## src/rtl/handshake_arbiter.sv

```systemverilog
// Write-side controller sharing one 4-phase handshake CDC channel between
// NUM_SRC requesters with round-robin arbitration and per-phase timeout.
module handshake_arbiter #(
  parameter int unsigned NUM_SRC        = 4,
  parameter int unsigned DATA_WIDTH     = 12,
  parameter int unsigned SETUP_CYCLES   = 1,
  parameter int unsigned TIMEOUT_CYCLES = 64,
  localparam int unsigned ID_W          = (NUM_SRC > 1) ? $clog2(NUM_SRC) : 1
) (
  input  logic                          wr_clk,
  input  logic                          wr_reset,
  input  logic [NUM_SRC-1:0]            src_valid,
  input  logic [NUM_SRC*DATA_WIDTH-1:0] src_data,
  output logic [NUM_SRC-1:0]            src_ready,
  output logic [DATA_WIDTH-1:0]         hs_data,
  output logic                          hs_req,
  input  logic                          hs_ack,
  output logic [ID_W-1:0]               grant_id,
  output logic                          busy,
  output logic                          done,
  output logic                          err
);

  localparam int unsigned CNT_MAX = (TIMEOUT_CYCLES > SETUP_CYCLES) ? TIMEOUT_CYCLES
                                                                    : SETUP_CYCLES;
  localparam int unsigned CNT_W   = $clog2(CNT_MAX + 1);

  typedef enum logic [2:0] {
    IDLE  = 3'd0,
    SETUP = 3'd1,
    REQ   = 3'd2,
    DROP  = 3'd3,
    ERR   = 3'd4
  } state_e;

  state_e                  state_q, state_d;
  logic [CNT_W-1:0]        cnt_q, cnt_d;
  logic                    hs_req_q, hs_req_d;
  logic [DATA_WIDTH-1:0]   hs_data_q, hs_data_d;
  logic [NUM_SRC-1:0]      src_ready_q, src_ready_d;
  logic [ID_W-1:0]         grant_q, grant_d;
  logic [ID_W-1:0]         rr_q, rr_d;
  logic                    busy_q, busy_d;
  logic                    done_q, done_d;
  logic                    err_q, err_d;

  logic                    win_found_c;
  logic [ID_W-1:0]         win_idx_c;
  logic [DATA_WIDTH-1:0]   src_word [NUM_SRC];

  // Modular add within [0, NUM_SRC); both operands are already in range.
  function automatic logic [ID_W-1:0] rr_add(input logic [ID_W-1:0] base,
                                             input int unsigned     off);
    int unsigned sum;
    sum = 32'(base) + off;
    if (sum >= NUM_SRC) sum = sum - NUM_SRC;
    return ID_W'(sum);
  endfunction

  for (genvar g = 0; g < NUM_SRC; g++) begin : g_unpack
    assign src_word[g] = src_data[g*DATA_WIDTH +: DATA_WIDTH];
  end

  // First requesting source at or after the round-robin pointer.
  always_comb begin
    win_found_c = 1'b0;
    win_idx_c   = '0;
    for (int unsigned k = 0; k < NUM_SRC; k++) begin
      if (!win_found_c && src_valid[rr_add(rr_q, k)]) begin
        win_found_c = 1'b1;
        win_idx_c   = rr_add(rr_q, k);
      end
    end
  end

  always_comb begin
    state_d     = state_q;
    cnt_d       = cnt_q;
    hs_req_d    = hs_req_q;
    hs_data_d   = hs_data_q;
    src_ready_d = '0;
    grant_d     = grant_q;
    rr_d        = rr_q;
    done_d      = 1'b0;
    err_d       = err_q;

    case (state_q)
      IDLE: begin
        // A stale ack from the far side blocks launch.
        if (win_found_c && !hs_ack) begin
          state_d                = SETUP;
          cnt_d                  = '0;
          hs_data_d              = src_word[win_idx_c];
          grant_d                = win_idx_c;
          src_ready_d[win_idx_c] = 1'b1;
          rr_d                   = rr_add(win_idx_c, 1);
        end
      end
      SETUP: begin
        if (cnt_q == CNT_W'(SETUP_CYCLES)) begin
          state_d  = REQ;
          cnt_d    = '0;
          hs_req_d = 1'b1;
        end else begin
          cnt_d = cnt_q + CNT_W'(1);
        end
      end
      REQ: begin
        if (hs_ack) begin
          state_d  = DROP;
          cnt_d    = '0;
          hs_req_d = 1'b0;
        end else if (cnt_q == CNT_W'(TIMEOUT_CYCLES - 1)) begin
          state_d  = ERR;
          hs_req_d = 1'b0;
          err_d    = 1'b1;
        end else begin
          cnt_d = cnt_q + CNT_W'(1);
        end
      end
      DROP: begin
        if (!hs_ack) begin
          state_d = IDLE;
          done_d  = 1'b1;
        end else if (cnt_q == CNT_W'(TIMEOUT_CYCLES - 1)) begin
          state_d = ERR;
          err_d   = 1'b1;
        end else begin
          cnt_d = cnt_q + CNT_W'(1);
        end
      end
      ERR: begin
        if (!hs_ack) state_d = IDLE;
      end
      default: begin
        state_d  = IDLE;
        hs_req_d = 1'b0;
      end
    endcase

    busy_d = (state_d != IDLE);
  end

  always_ff @(posedge wr_clk) begin
    if (wr_reset) begin
      state_q     <= IDLE;
      cnt_q       <= '0;
      hs_req_q    <= 1'b0;
      hs_data_q   <= '0;
      src_ready_q <= '0;
      grant_q     <= '0;
      rr_q        <= '0;
      busy_q      <= 1'b0;
      done_q      <= 1'b0;
      err_q       <= 1'b0;
    end else begin
      state_q     <= state_d;
      cnt_q       <= cnt_d;
      hs_req_q    <= hs_req_d;
      hs_data_q   <= hs_data_d;
      src_ready_q <= src_ready_d;
      grant_q     <= grant_d;
      rr_q        <= rr_d;
      busy_q      <= busy_d;
      done_q      <= done_d;
      err_q       <= err_d;
    end
  end

  assign src_ready = src_ready_q;
  assign hs_data   = hs_data_q;
  assign hs_req    = hs_req_q;
  assign grant_id  = grant_q;
  assign busy      = busy_q;
  assign done      = done_q;
  assign err       = err_q;

endmodule
```

## config.mk

```make
export PLATFORM = sky130hd
export DESIGN_NAME = handshake_arbiter
export DESIGN_NICKNAME = d
export VERILOG_FILES = /design/src/rtl/handshake_arbiter.sv
export SDC_FILE = /design/constraint.sdc
export NUM_CORES = 1
export LEC_CHECK = 0
export CAP_MARGIN = 20
export CELL_PAD_IN_SITES_DETAIL_PLACEMENT = 1
export CELL_PAD_IN_SITES_GLOBAL_PLACEMENT = 2
export CORE_ASPECT_RATIO = 0.8
export CORE_MARGIN = 10
export CORE_UTILIZATION = 22
export DETAILED_ROUTE_END_ITERATION = 6
export GPL_TIMING_DRIVEN = 0
export PLACE_DENSITY = 0.76
export SETUP_SLACK_MARGIN = 0.5
export SLEW_MARGIN = 25
export SYNTH_ARGS = -nofsm -noshare
export SYNTH_HDL_FRONTEND = slang
export SYNTH_SLANG_ARGS = --single-unit
```

## constraint.sdc

```tcl
create_clock -name wr_clk -period 1.9 [get_ports wr_clk]
set_input_delay 0.285 -clock wr_clk [delete_from_list [all_inputs] [get_ports wr_clk]]
set_output_delay 0.285 -clock wr_clk [all_outputs]
set_load 0.02 [all_outputs]
```

Yosys cells after proc, flatten, opt, wreduce, memory -nomap -nowiden:

Index checks and enable logic that the tools add are counted.

* flip-flop bits (word level): 34
* input port bits: 55
* output and inout port bits: 22
* logic and storage cells: 116

* add/sub/neg operators: 10
* magnitude comparators: 12
* equality and inequality tests: 11
* mux-type cells: 48
* bitwise logic cells: 5
* reduce and logical (&&, ||, !) cells: 20

Operators with widths (count)
* $mux W7: 5
* $pmux W7 S4: 1
* $bmux W12 S2: 1
* $mux W12: 2
* $mux W2: 9
* $mux W3: 6
* $mux W1: 16
* $ge A3 B3 Y1 const B: 5
* $lt A2 B3 Y1 const B: 5
* $pmux W3 S5: 1
* $sub A2 B1 Y2 const B: 5
* $reduce_and A3 Y1: 3
* $bmux W1 S2: 4
* $ne A2 B2 Y1 const B: 4
* $add A7 B1 Y7 const B: 1
* $eq A7 B1 Y1 const B: 1
* $eq A7 B6 Y1 const B: 1
* $add A2 B1 Y3 const B: 2
* $add A2 B2 Y3 const B: 2
* $eq A3 B2 Y1 const B: 2
* $reduce_or A3 Y1: 2
* $logic_and A1 B1 Y1: 5
* $logic_not A1 Y1: 4
* $not A1 Y1: 4
* 15 further kinds: 15

Longest topological paths before layout:

Gate-level depths: netlist of the first run.

* depth in word-level cells: 18
* depth in mapped cells: 7
* depth with buffers taken out: 6

Worst setup path after synthesis of the first run:

No wires, ideal clock.

* path kind: reg-to-reg
* start point: register cnt_q[0]
* end point: register busy_q, in the netlist busy
* library setup time: 127 ps
* data arrival time: 1751 ps
* data required time: 1773 ps
* setup slack: 22 ps
* stages on the path, launching flop included: 7
* buffers on the path: 0
* clock period less this slack: 1878 ps
* path through: dfxtp_1 ha_1 nand3_1 nor3_1 a21oi_1 o21a_1 or3_1

* longest elaborated chain between the ends: 5
* elaborated cells on any way between the ends: 8
* those cells by class: eq/ne (2); mux (5); reduce/logical (1)

RTL lines
* start: declaration: RTL line 37 `logic [CNT_W-1:0] cnt_q, cnt_d;`
* start signal: assignment: RTL line 158 `cnt_q <= cnt_d;`
* $eq A7 B6 Y1: RTL line 113, 125
* $mux W3: RTL line 113, 125
* $mux W3 (on tied branches): RTL line 122, 109
* $pmux W3 S5 *: RTL line 87 `case (state_q)`
* $reduce_bool A3 Y1 *: RTL line 141 `busy_d = (state_d != IDLE);`
* end signal: assignment: RTL line 164 `busy_q <= busy_d;`
* end: declaration: RTL line 43 `logic busy_q, busy_d;`

Every way passes the cells marked *; elsewhere a longest branch is shown, timed or not.
A chain may end at the register's enable or synchronous reset.

Worst setup path after layout of the first run:

* start point: register cnt_q[1]
* end point: register busy_q, in the netlist busy

Same word-level chain as after synthesis.

==> results of run 1 <==
==> routing by layer <==
layer  share of wire (%)  vias up  global-route usage [%]
met3                 4.5       12                    2.65
met4                 1.8        0                    3.69
met5                   0        -                       0
met2                  48       54                    21.6
met1                  45     1162                    16.9
li1                    -     1136                       -
==> power by group through the flow <==
stage / combinational, mW / sequential, mW / clock (mW)
floorplan: 0.292 / 0.861 / 0
global placement: 0.641 / 0.813 / 0
detailed placement: 0.649 / 0.815 / 0
CTS: 0.828 / 0.795 / 0.850
global route: 0.977 / 0.804 / 0.891
finish: 0.916 / 0.797 / 0.838
==> flip-flops by register name, summed over array words and instances, names as in the netlist <==
| register | cells |
|---|---|
| state_q | 3 |
| hs_req | 1 |
| cnt_q | 7 |
| src_ready | 4 |
| err | 1 |
| hs_data | 12 |
| grant_id | 2 |
| busy | 1 |
| done | 1 |
| rr_q | 2 |
==> worst min-delay path, delay by kind of cell <==
| kind | cells | cell delay (ps) |
|---|---|---|
| buffers and inverters | 2 | 170 |
| AO/OA/AOI/OAI | 2 | 180 |
==> stage by stage <==
stage / cells / hold slack (ps) / total power, mW
6_report: 480 / 402 / 2.55
3_5_place_dp: 428 / 458 / 1.46
2_1_floorplan: 240 / 497 / 1.15
3_3_place_gp: 428 / 446 / 1.45
4_1_cts: 471 / 395 / 2.47
5_1_grt: 480 / 447 / 2.67
==> final cells by class <==
type                            count  share of cell area (%)
Tap cell                          112                    3.64
Multi-Input combinational cell    184                    40.5
Clock inverter                      3                    1.79
Timing Repair Buffer              119                    28.7
Buffer                             13                    4.00
Clock buffer                        5                    1.79
Sequential cell                    34                    18.3
Inverter                           10                    1.24
==> cell usage in the layout, fill, tap and decap left out, types with 3 or more instances in the layout <==
master           synthesis  routed
dfxtp_2                  0       5
nand2_2                  0       3
a31oi_1                  4       4
mux2i_1                 13      12
inv_1                    9       8
dlygate4sd2_1            0      23
o21ai_2                  0       4
clkdlybuf4s50_1          0      49
o21ai_0                 17       5
o211ai_1                12      12
ha_4                     0       5
and3_1                  15      13
nor2b_1                  4       4
a21oi_1                  8       4
a21boi_0                12      10
buf_4                    0      33
buf_6                    0      10
o21ai_1                  1       7
nor2_1                  15      12
a21oi_2                  0       3
nand2_1                 22      16
nand2b_1                 5       5
nand3_1                  5       3
clkbuf_8                 0      11
and2_1                   5       5
clkbuf_4                 0       4
dfxtp_4                  0       5
dfxtp_1                 34      24
nand2_4                  0       3
nand4_1                  4       4
==> timing repair <==
action,4_1_cts,5_1_grt
endpoints found under the setup margin,56,34
endpoints found under the hold margin,0,0
resized for setup,128,42
gates cloned,4,1
pin swaps,26,16
buffers inserted,31,8
==> cell families after synthesis <==
group                    count (synthesis)
AND/OR/NAND/NOR                         90
multiplexers                            13
AO/OA/AOI/OAI                           74
buffers and inverters                   23
flip-flops                              34
adder cells (fa/ha/maj)                  6
==> worst min path at each step <==
stage            startpoint           to  slack [ps]  cells past startpoint
6_report       src_valid[3]  grant_id[0]         400                      4
5_1_grt        src_valid[3]  grant_id[0]         450                      4
4_1_cts        src_valid[3]  grant_id[0]         400                      4
3_5_place_dp            err          err         460                      2
3_3_place_gp            err          err         450                      2
2_1_floorplan   src_data[0]   hs_data[0]         500                      2
==> impl_metrics.json, run 1 <==
{
  "relSlewSlack_pct": 71.7,
  "timing_hold_violations_final": 0,
  "dp_hpwl_mm": 6.23,
  "grt_usage_pct": 13.1,
  "cp.depth": 8,
  "reg2reg_to": "busy",
  "worstPathMaxFanout": 4,
  "yosysWarnings": 0,
  "switching_share_pct": 31.0,
  "die_area_mm2": 0.0131,
  "cts-root-buf": "clkbuf_8",
  "num_rows": 30,
  "synth.avg_cell_area_um2": 8.18,
  "port_buffers": 76,
  "power.leakage_nw": 1.58,
  "synth-edff-count": 0,
  "power.internal_mw": 1.76,
  "grt_pass1_vias": 2443,
  "initial_utilization_pct": 22.9,
  "syn_nets": 301,
  "fill_cells": 970,
  "postSynthCellCount": 240,
  "synthAdderAreaFrac_pct": 3.82,
  "worstReg2RegStart": "cnt_q[1]",
  "multi_input_area_mm2": 0.00156,
  "synth_xor_area_share_pct": 0,
  "core-area_mm2": 0.00860,
  "cts_buffers": 5,
  "pwr-share-comb_pct": 35.9,
  "dr.first_iter.drc_count": 85,
  "fin_area_mm2": 0.00385,
  "synth.most_common_cell": "dfxtp_1",
  "final_nets": 428,
  "cts-hold-fix-buffers": 0,
  "end_kind": "register",
  "via_per_inst": 4.93,
  "status": "finished clean",
  "worstPathCellList": "inv_1 -> ha_1 -> nand3b_1 -> buf_4 -> buf_6 -> nor2_1 -> o211a_1 -> or3_4",
  "ys_types": 47,
  "cts.sink_count": 34,
  "crit_type": "reg -> reg",
  "gp_congestion": 0.782,
  "seq_area_um2": 706,
  "synthMuxAreaShare_pct": 6.62,
  "clk_path_buf_depth": 2,
  "timing.final.crit_period_ps": 1760,
  "crit_arrival_ps": 1940,
  "path_delay_family": "simple AND/OR/NAND/NOR gates",
  "synth_common_cells": "dfxtp_1, nand2_1, o21ai_0",
  "endpoint": "busy",
  "vdd_ir_drop_max_mv": 0.295,
  "maxCapViolCount": 0,
  "drv_slew": 0,
  "ant_nets": 0,
  "max_slew.worst_pin.slew_ps": 424,
  "p_per_area_mw_per_mm2": 663,
  "syn_to_final_growth_pct": 95.9,
  "drive_gt1_share_pct": 34.5,
  "clk_pin_slew_worst_paths_ps": 80,
  "die-width_um": 126,
  "syn_area_mm2": 0.00196,
  "ff2ff_path_depth": 8,
  "synth_top_family_by_area": "compound AO/OA/AOI/OAI gates",
  "startpoint_type": "register",
  "finalSetupViolations": 0,
  "post_dp_cell_area_mm2": 0.00295,
  "rrSetupSlack_ps": 140,
  "holdCritPathClass": "in -> reg",
  "synth_top_area_cell": "dfxtp_1",
  "grt_max_degree": 13,
  "cts_tree": "built",
  "p_switching_uw": 791,
  "diodes": 0,
  "fin_util_pct": 44.8,
  "drc": 0,
  "ys_seq_area_share_pct": 34.6,
  "gr-total-overflow": 0,
  "fin_setup_tns_ps": 0,
  "fp.dieH_um": 105,
  "crit_required_ps": 2080,
  "worst-path-buf-inv": 3,
  "clockPowerShare_pct": 32.9,
  "yosysTopAreaCellShare_pct": 34.6,
  "synth-main-ff-cell": "dfxtp_1",
  "synth_compound_area_share_pct": 25.9,
  "ys_ff_latch": 34,
  "clock_latency_ps": 300,
  "skew_ps": 20.0,
  "seqPwrFrac_pct": 31.2,
  "htreeDepth": 2,
  "clock.fmax_ghz": 0.567,
  "synthArstFlopShare_pct": 0,
  "fin_ws_ps": 137,
  "synthTopCellsByArea": "dfxtp_1, mux2i_1, and3_1, a21boi_0, o211ai_1",
  "cpPeakStageDelay_ps": 400,
  "ios": 77,
  "critPathSlowestCell": "or3_4",
  "drt-pass1-iter-count": 4,
  "antenna_found_initial": 0,
  "wl_per_cell_um": 19.2,
  "grt_pass1_wl_mm": 14.1,
  "crit_start": "cnt_q[1]",
  "drt_wl_total_mm": 9.22,
  "rsz0062_at_grt": "yes",
  "synthSimpleGateAreaFrac_pct": 24.5,
  "timing.final.crit_share_pct": 92.8,
  "via_count": 2364,
  "dp_slack_ps": -632
}
Note: power is estimated with default switching activity, not from simulation.
==> inputs of run 2 (changes only) <==
Settings changed: SKIP_CTS_REPAIR_TIMING from default to 1.
==> run 2 against run 1 <==
  * Setup slack lost 65 ps
  * Largest power group unchanged
  * Critical path type unchanged
  * Count of clock-buffer cells in the layout unchanged
  * Critical path depth down 3
  * Final area increased by 0.59%
  * Non-clock buffer count is 5 lower
  * First-iteration DRC count up 11%
  * Sequential power is essentially flat
==> impl_metrics.json, run 2 (same netlist as run 1, synthesis figures left out) <==
{
  "die_area_mm2": 0.0131,
  "skew_ps": 15.7,
  "antenna_found_initial": 0,
  "dr.first_iter.drc_count": 94,
  "via_count": 2332,
  "final_nets": 422,
  "power.leakage_nw": 1.85,
  "finalNonFillerCells": 474,
  "port_buffers": 76,
  "startpoint_type": "register",
  "clk_path_buf_depth": 2,
  "drc": 0,
  "worstPathCellList": "nor4_4 -> nand3b_1 -> a32o_1 -> o21a_1 -> or3_4",
  "dp_slack_ps": -632,
  "cts_buffers": 5,
  "final_cell_mix": "clkdlybuf4s50_1, buf_4, dfxtp_1, dlymetal6s2s_1, nand2_1",
  "layout_commonest_cell": "clkdlybuf4s50_1",
  "total_power_mw": 2.53,
  "drive_gt1_share_pct": 35.4,
  "relSlewSlack_pct": 73.2,
  "largest_reg_flops": 12,
  "clk_pin_slew_worst_paths_ps": 80,
  "diodes": 0,
  "maxCapViolCount": 0,
  "cts.sink_count": 34,
  "fin_ws_ps": 71.5,
  "rsz0062_at_grt": "yes",
  "num_rows": 30,
  "vdd_ir_drop_max_mv": 0.320,
  "clock.fmax_ghz": 0.547,
  "holdCritPathClass": "in -> reg",
  "crit_required_ps": 2070,
  "ant_nets": 0,
  "via_per_inst": 4.92,
  "end_kind": "register",
  "gr-total-overflow": 0,
  "critPathSlowestCell": "or3_4",
  "drt-pass1-iter-count": 4,
  "clock_latency_ps": 290,
  "initial_utilization_pct": 22.9,
  "timing_hold_violations_final": 0,
  "crit_type": "reg -> reg",
  "timing.final.crit_share_pct": 96.2,
  "p_per_area_mw_per_mm2": 653,
  "drt_wl_total_mm": 8.76,
  "grt_usage_pct": 11.2,
  "timing.final.crit_period_ps": 1830,
  "htreeDepth": 2,
  "dp_hpwl_mm": 6.23,
  "cpPeakStageDelay_ps": 400,
  "die-width_um": 126,
  "crit_arrival_ps": 2000,
  "fp.dieH_um": 105,
  "drv_slew": 0,
  "ios": 77,
  "finalSetupViolations": 0,
  "max_slew.worst_pin.slew_ps": 402,
  "grt_pass1_vias": 2135,
  "cts_tree": "built",
  "status": "finished clean",
  "grt_max_degree": 13,
  "dp_cells": 428,
  "wl_per_cell_um": 18.5,
  "cts-root-buf": "clkbuf_8",
  "syn_to_final_growth_pct": 97.1,
  "core-area_mm2": 0.00860,
  "grt_pass1_wl_mm": 12.0,
  "gp_congestion": 0.782,
  "fin_setup_tns_ps": 0,
  "worstPathMaxFanout": 4
}
==> run 2: cell count changes in the layout (fill, tap and decap cells not counted), sizes merged <==
cell	delta
dlygate4sd2	-23
o21a	-1
clkinv	+1
clkbuf	-6
inv	-1
dlymetal6s2s	+24
==> run 2: path summary, 6_finish.rpt <==
kind | to | slack (ps) | start | cells after the start
max | busy | 70 | cnt_q[6] | 5
min reg2reg | err | 460 | err | 2
min | grant_id[0] | 410 | src_valid[3] | 4
max reg2reg | busy | 70 | cnt_q[6] | 5
==> run 2: layout make-up <==
class                           instances  area [um^2]
Clock buffer                            5         68.8
Sequential cell                        34          708
Clock inverter                          3         68.8
Inverter                               10         52.6
Tap cell                              112          140
Timing Repair Buffer                  114         1130
Buffer                                 13          123
Multi-Input combinational cell        183         1580
Fill cell                             946         4720
==> run 2: routing by layer <==
layer	up-vias	wire [um]	GRT usage [%]
met2	40	4230	17.4
met1	1158	4090	14.9
met4	0	149	3.45
met5	-	0	0
li1	1126	-	-
met3	8	299	2.65
==> run 2: report_power, final <==
part	internal (mW)	switching, mW
Clock	0.526	0.305
Sequential	0.763	0.0349
Combinational	0.462	0.436
==> run 2: metrics by stage <==
| stage | hold slack [ps] | utilization, % | instance area (um^2) |
|---|---|---|---|
| 2_1_floorplan | 497 | - | 2050 |
| 3_3_place_gp | 446 | 34.3 | 2950 |
| 3_5_place_dp | 458 | 34.3 | 2950 |
| 4_1_cts | 471 | 35.9 | 3090 |
| 5_1_grt | 451 | 45.0 | 3870 |
| 6_report | 414 | 45.0 | 3870 |
==> run 2: worst max-delay path: cells and delay by family, from the launching register on <==
family / cells / cell delay, ps
compound gates: 2 / 500
flops: 1 / 360
simple gates: 3 / 860
